<file path="config.mk">
export PLATFORM = sky130hd
export DESIGN_NAME = is_uart_baud_gen
export DESIGN_NICKNAME = d
export VERILOG_FILES = /design/src/rtl/is_uart_pkg.sv /design/src/rtl/is_uart_tick_nco.sv /design/src/rtl/is_uart_baud_gen.sv
export SDC_FILE = /design/constraint.sdc
export NUM_CORES = 1
export LEC_CHECK = 0
export ABC_CLOCK_PERIOD_IN_PS = 8600
export BUFFER_PORTS_ARGS = -buffer_cell sky130_fd_sc_hd__buf_4
export CORE_MARGIN = 3
export CORE_UTILIZATION = 66
export DETAILED_ROUTE_END_ITERATION = 8
export PLACE_DENSITY = 0.86
export SLEW_MARGIN = 20
export SYNTH_ARGS = -nofsm -noshare
export SYNTH_HDL_FRONTEND = slang
export SYNTH_SLANG_ARGS = --single-unit
</file>
<file path="constraint.sdc">
create_clock -name clk_i -period 8.6 [get_ports clk_i]
set_clock_uncertainty 0.15 [all_clocks]
set_input_delay 1.72 -clock clk_i [delete_from_list [all_inputs] [get_ports clk_i]]
set_output_delay 1.72 -clock clk_i [all_outputs]
set_load 0.01 [all_outputs]
</file>
<file path="src/rtl/is_uart_pkg.sv">
// Shared divisor type and divisor arithmetic for the is_uart baud path.
package is_uart_pkg;

    localparam int UART_DIV_INT_W  = 16;
    localparam int UART_DIV_FRAC_W = 4;
    localparam int MIN_DIV_INT     = 2;

    typedef struct packed {
        logic [UART_DIV_INT_W-1:0]  int_part;
        logic [UART_DIV_FRAC_W-1:0] frac;
    } uart_div_t;

    // Cycles per oversample tick as fixed point with frac_w fraction bits, rounded to nearest.
    function automatic longint unsigned calc_div_fx(
        input longint unsigned clk_hz,
        input longint unsigned baud,
        input longint unsigned ovs,
        input int unsigned     frac_w
    );
        longint unsigned den;
        den = baud * ovs;
        return ((clk_hz << frac_w) + (den >> 1)) / den;
    endfunction

    function automatic uart_div_t calc_div(
        input longint unsigned clk_hz,
        input longint unsigned baud,
        input longint unsigned ovs
    );
        longint unsigned fx;
        uart_div_t       d;
        fx         = calc_div_fx(clk_hz, baud, ovs, UART_DIV_FRAC_W);
        d.int_part = UART_DIV_INT_W'(fx >> UART_DIV_FRAC_W);
        d.frac     = UART_DIV_FRAC_W'(fx);
        return d;
    endfunction

endpackage

</file>
<file path="src/rtl/is_uart_tick_nco.sv">
// Fractional tick NCO: integer down-counter plus fraction accumulator whose
// carry stretches a period by one cycle. tick_o is combinational (stage p0).
module is_uart_tick_nco
    import is_uart_pkg::*;
#(
    parameter int unsigned          DIV_INT_W  = 16,
    parameter int unsigned          DIV_FRAC_W = 4,
    parameter logic [DIV_INT_W-1:0] RST_INT    = 54
) (
    input  logic                  clk_i,
    input  logic                  rstn_i,
    input  logic                  en_i,
    input  logic                  restart_i,
    input  logic [DIV_INT_W-1:0]  div_int_i,
    input  logic [DIV_FRAC_W-1:0] div_frac_i,
    output logic                  tick_o
);

    localparam logic [DIV_INT_W-1:0] MIN_INT = DIV_INT_W'(MIN_DIV_INT);
    localparam logic [DIV_INT_W-1:0] RST_CNT =
        ((RST_INT < MIN_INT) ? MIN_INT : RST_INT) - 1'b1;

    logic [DIV_INT_W-1:0]  cnt;
    logic [DIV_INT_W-1:0]  int_eff;
    logic [DIV_FRAC_W-1:0] acc;
    logic [DIV_FRAC_W:0]   acc_sum;

    // A divisor below 2 would leave no room for the down-count to reload.
    assign int_eff = (div_int_i < MIN_INT) ? MIN_INT : div_int_i;
    assign acc_sum = {1'b0, acc} + {1'b0, div_frac_i};
    assign tick_o  = en_i && !restart_i && (cnt == '0);

    always_ff @(posedge clk_i or negedge rstn_i) begin
        if (!rstn_i) begin
            cnt <= RST_CNT;
            acc <= '0;
        end else if (restart_i) begin
            cnt <= int_eff - 1'b1;
            acc <= '0;
        end else if (en_i) begin
            if (cnt == '0) begin
                cnt <= int_eff - 1'b1 + DIV_INT_W'(acc_sum[DIV_FRAC_W]);
                acc <= acc_sum[DIV_FRAC_W-1:0];
            end else begin
                cnt <= cnt - 1'b1;
            end
        end
    end

endmodule

</file>
<file path="src/rtl/is_uart_baud_gen.sv">
// UART baud generator: shadowed runtime divisor, fractional tick NCO and the
// oversample stage producing registered ovs/mid/bit clock-enable strobes.
module is_uart_baud_gen
    import is_uart_pkg::*;
#(
    parameter int unsigned FAST_CLK_HZ  = 100_000_000,
    parameter int unsigned DEFAULT_BAUD = 115_200,
    parameter int unsigned OVS          = 16,
    parameter int unsigned DIV_INT_W    = 16,
    parameter int unsigned DIV_FRAC_W   = 4
) (
    input  logic                    clk_i,
    input  logic                    rstn_i,
    input  logic                    en_i,
    input  logic                    restart_i,
    input  logic                    div_load_i,
    input  logic [DIV_INT_W-1:0]    div_int_i,
    input  logic [DIV_FRAC_W-1:0]   div_frac_i,
    output logic                    div_pend_o,
    output logic                    ovs_tick_o,
    output logic                    mid_tick_o,
    output logic                    bit_tick_o,
    output logic [$clog2(OVS)-1:0]  ovs_phase_o
);

    localparam int unsigned PHASE_W = $clog2(OVS);
    localparam longint unsigned DEF_FX =
        calc_div_fx(FAST_CLK_HZ, DEFAULT_BAUD, OVS, DIV_FRAC_W);
    localparam logic [DIV_INT_W-1:0]  DEF_INT  = DIV_INT_W'(DEF_FX >> DIV_FRAC_W);
    localparam logic [DIV_FRAC_W-1:0] DEF_FRAC = DIV_FRAC_W'(DEF_FX);
    localparam logic [PHASE_W-1:0]    MID_IDX  = PHASE_W'(OVS / 2 - 1);
    localparam logic [PHASE_W-1:0]    LAST_IDX = PHASE_W'(OVS - 1);

    logic [DIV_INT_W-1:0]  act_int;
    logic [DIV_FRAC_W-1:0] act_frac;
    logic [DIV_INT_W-1:0]  shd_int;
    logic [DIV_FRAC_W-1:0] shd_frac;
    logic [DIV_INT_W-1:0]  use_int;
    logic [DIV_FRAC_W-1:0] use_frac;
    logic                  pend;
    logic                  tick_p0;
    logic [PHASE_W-1:0]    ovs_cnt;
    logic                  ovs_p1;
    logic                  mid_p1;
    logic                  bit_p1;

    // Divisor seen by the NCO: a restart takes a same-cycle load directly,
    // otherwise a pending shadow wins over the active divisor.
    always_comb begin
        use_int  = act_int;
        use_frac = act_frac;
        if (restart_i && div_load_i) begin
            use_int  = div_int_i;
            use_frac = div_frac_i;
        end else if (pend) begin
            use_int  = shd_int;
            use_frac = shd_frac;
        end
    end

    always_ff @(posedge clk_i) begin
        if (div_load_i) begin
            shd_int  <= div_int_i;
            shd_frac <= div_frac_i;
        end
    end

    always_ff @(posedge clk_i or negedge rstn_i) begin
        if (!rstn_i) begin
            act_int  <= DEF_INT;
            act_frac <= DEF_FRAC;
            pend     <= 1'b0;
        end else begin
            if (restart_i || (tick_p0 && pend)) begin
                act_int  <= use_int;
                act_frac <= use_frac;
            end
            // A load on the reload edge keeps the new value pending.
            if (restart_i) begin
                pend <= 1'b0;
            end else if (div_load_i) begin
                pend <= 1'b1;
            end else if (tick_p0) begin
                pend <= 1'b0;
            end
        end
    end

    is_uart_tick_nco #(
        .DIV_INT_W  (DIV_INT_W),
        .DIV_FRAC_W (DIV_FRAC_W),
        .RST_INT    (DEF_INT)
    ) u_nco (
        .clk_i      (clk_i),
        .rstn_i     (rstn_i),
        .en_i       (en_i),
        .restart_i  (restart_i),
        .div_int_i  (use_int),
        .div_frac_i (use_frac),
        .tick_o     (tick_p0)
    );

    // p0 -> p1: oversample index and registered strobes
    always_ff @(posedge clk_i or negedge rstn_i) begin
        if (!rstn_i) begin
            ovs_cnt <= '0;
            ovs_p1  <= 1'b0;
            mid_p1  <= 1'b0;
            bit_p1  <= 1'b0;
        end else if (restart_i) begin
            ovs_cnt <= '0;
            ovs_p1  <= 1'b0;
            mid_p1  <= 1'b0;
            bit_p1  <= 1'b0;
        end else begin
            ovs_p1 <= tick_p0;
            mid_p1 <= tick_p0 && (ovs_cnt == MID_IDX);
            bit_p1 <= tick_p0 && (ovs_cnt == LAST_IDX);
            if (tick_p0) begin
                ovs_cnt <= (ovs_cnt == LAST_IDX) ? '0 : ovs_cnt + 1'b1;
            end
        end
    end

    assign div_pend_o  = pend;
    assign ovs_tick_o  = ovs_p1;
    assign mid_tick_o  = mid_p1;
    assign bit_tick_o  = bit_p1;
    assign ovs_phase_o = ovs_cnt;

endmodule

</file>
==> out/qor.txt <==
=================================================================================
Worst flop-to-flop path startpoint                                     div_pend_o
Adder and majority cell fraction of the synthesized area                    3.24%
Gr ovfl total                                                                   0
Post-synthesis net count                                                      479
Post-route minimum period                                                 6.21 ns
Synth Area in Simple Gates                                                  18.2%
Cell variety after synth                                                       80
Share of the clock period used by the worst path                            72.2%
VDD IR max                                                               0.146 mV
Max clock buf depth                                                             2
Placer Congestion                                                           0.839
Most area-consuming cells after synthesis                            dfrtp_1 22%, edfxtp_1 13%, dfstp_2 5.3%
Count of standard-cell rows                                                    29
Yosys top cell by area                                                    dfrtp_1
# hold bufs at CTS                                                              0
Post_cts resized                                                                0
Number of CTS-inserted buffers                                                  9
Total of warnings raised by yosys                                               0
Area added between synthesis and finish                                     9.48%
CTS tree                                                                     done
Least-Margin Pin Slew                                                    0.637 ns
Mux contribution to synthesized area                                        10.5%
Result of the run                                                    finished, final reports clean
Most numerous cell in the Yosys netlist                                   nand2_1
Die Span X                                                                88.4 um
Aggregate routed wire length                                              10.2 mm
Leakage component of the power                                            1.99 nW
WHS Path Cells                                                                  2
Worst hold path endpoint                                               act_int[5]
Vias in the first global route                                              3,604
Post-Synth XOR/XNOR Area                                                    5.41%
Share of post-route cells with drive strength above 1                       21.9%
Detailed Place HPWL                                                       7.01 mm
Die ar.                                                                7820 sq um
DRC errors left                                                                 0
Sort of element at the end of the critical path                              flop
Critical Path Start Type                                               input port
Number of enable flip-flop cells after synthesis                               20
Mean instance size in the synthesized netlist                          10.1 sq um
Ports                                                                          33
RR Endpoint                                                          u_nco.cnt[11]
Cell chosen for the clock root                                           clkbuf_8
Power density over cell area                                          196 nW/um^2
Worst-path maximum fanout                                                      42
Top-area cell type share of the netlist area                                21.8%
Main combinational cell family by area after synthesis               simple AND/OR/NAND/NOR gates
Number of antenna violations at the first check in global routing               0
Required time at the worst-slack endpoint                                 8.71 ns
Global-route wire length before repair                                    17.2 mm
Fraction of the yosys area taken by sequential cells                        40.4%
Total GRT Usage                                                             28.6%
Vert. Die Dim                                                             88.4 um
Number of vias per cell after detailed routing                               6.55
Class of the tightest hold or removal check                               reg2reg
Input/output buffers                                                           32
Wire length per cell after detailed routing                               18.5 um
Worst-case reg-to-reg path depth                                               15
Clock slew seen by the registers of the worst setup and hold paths        0.08 ns
Antenna diode count                                                             0
Prevailing post-synth register cell                                       dfrtp_1
Initial core utilization                                                    69.4%
Routed Antenna Nets                                                             0
Unrepaired setup endpoints after global routing                             false
Area of the core                                                       6460 sq um
Async set-reset flop share out of synthesis                                 70.6%
Largest net degree at the start of global routing                              49
DRT iter0 DRCs                                                                318
Clock insertion delay at the later pin of the skew report                 0.36 ns
Number of endpoints with negative hold slack in the final report                0
Final max-slew violation count                                                  0
Compound-gate portion of the synthesized area                               18.2%
CP Data Arrival Time                                                      6.32 ns
Class of the most critical setup path                                      in2reg
Hold Crit Start                                                        act_int[5]
Flops & latches, synth                                                         68
Max_slew headroom                                                           57.5%
CTS sink count                                                                 68
Setup-failing EPs final                                                         0
Post-Route Setup TNS                                                         0 ns
Vias after detailed routing                                                 3,592
Leading post-synthesis cells by instance count                       44 x nand2_1, 39 x dfrtp_1, 34 x o21ai_0, 26 x nor2_1, 20 x edfxtp_1
Number of buffers inserted by post-CTS setup repair                             0
Final net count                                                               502
Netlist Area Pre-Place                                                 4490 sq um
Final-layout worst hold slack                                            0.329 ns
Count of TritonRoute iterations in the first routing pass                       7
Instance count of the mapped netlist                                          443
Worst-case register-to-register setup slack                               3.22 ns
Maxcap violations                                                               0
Highest attainable clock frequency                                      0.161 GHz
H-tree levels                                                                   3
=================================================================================
==> registers in the layout (all words and copies together), names as in the netlist <==
signal,count
act_int,16
shd_int,16
div_pend_o,1
u_nco.cnt,16
u_nco.acc,4
bit_tick_o,1
act_frac,4
ovs_phase_o,4
shd_frac,4
mid_tick_o,1
ovs_tick_o,1
==> per-layer routing <==
layer	GRT usage [%]	vias up	wire length [um]
met5	0	-	0
met4	12.0	0	295
met3	6.98	34	687
met2	46.9	152	5070
met1	36.3	1715	4110
li1	-	1691	-
==> metrics by stage <==
stage	util [%]	setup slack, ns	cells	total power, mW	instance area, sq um
floorplan	-	3.12	443	0.608	4490
global placement	72.7	2.32	532	0.662	4700
detailed placement	72.7	2.14	532	0.673	4700
CTS	76.0	2.43	548	0.964	4910
global route	76.0	2.02	548	1.02	4910
finish	76.0	2.39	548	0.964	4910
==> layout by cell type, fill, tap and decap left out, types with 10 or more instances in the layout <==
master    count
a21oi_1      18
buf_4        34
dfrtp_1      39
edfxtp_1     20
ha_1         10
mux2_2       12
mux2i_1      13
nand2_1      44
nand3_1      17
nor2_1       26
nor3_1       17
o21ai_0      34
o21ai_1      15
xnor2_1      15
==> cell families (layout without fill, tap and decap cells) <==
family | count (synthesis) | after routing
buffers and inverters | 32 | 60
AO/OA/AOI/OAI | 120 | 120
flip-flops | 68 | 68
multiplexers | 37 | 37
adder cells (fa/ha/maj) | 11 | 11
AND/OR/NAND/NOR | 149 | 149
XOR/XNOR | 26 | 26
==> layout make-up <==
| type | count | area, sq um |
|---|---|---|
| Clock inverter | 7 | 90.1 |
| Timing Repair Buffer | 34 | 255 |
| Sequential cell | 68 | 1810 |
| Tap cell | 77 | 96.3 |
| Inverter | 10 | 37.5 |
| Multi-Input combinational cell | 343 | 2490 |
| Fill cell | 446 | 1550 |
| Clock buffer | 9 | 124 |
==> critical path: stages <==
cell and delay (ns):
buf_4 0.40, and2_1 0.62, o21a_1 0.27, nand4_2 0.15, or4_1 0.72, o221ai_1 0.35, ha_1 0.27, o211a_1 0.22
nand4_1 0.13, xnor2_1 0.21, or3b_1 0.44, a211oi_4 0.31, nand3_1 0.15, xor2_1 0.18, o21ai_1 0.18
==> where the power goes <==
part | switching, mW | internal [mW] | total [mW] | leakage [nW]
combinational | 0.149 | 0.107 | 0.255 | 1.10
sequential | 0.0364 | 0.382 | 0.418 | 0.787
clock | 0.128 | 0.162 | 0.291 | 0.107
==> worst max path at each step <==
stage | from | endpoint
finish | restart_i | u_nco.cnt[11]
global route | restart_i | u_nco.cnt[11]
CTS | restart_i | u_nco.cnt[11]
detailed placement | restart_i | u_nco.cnt[11]
global placement | restart_i | u_nco.cnt[15]
floorplan | restart_i | u_nco.cnt[12]
Note: power is estimated with default switching activity, not from simulation.
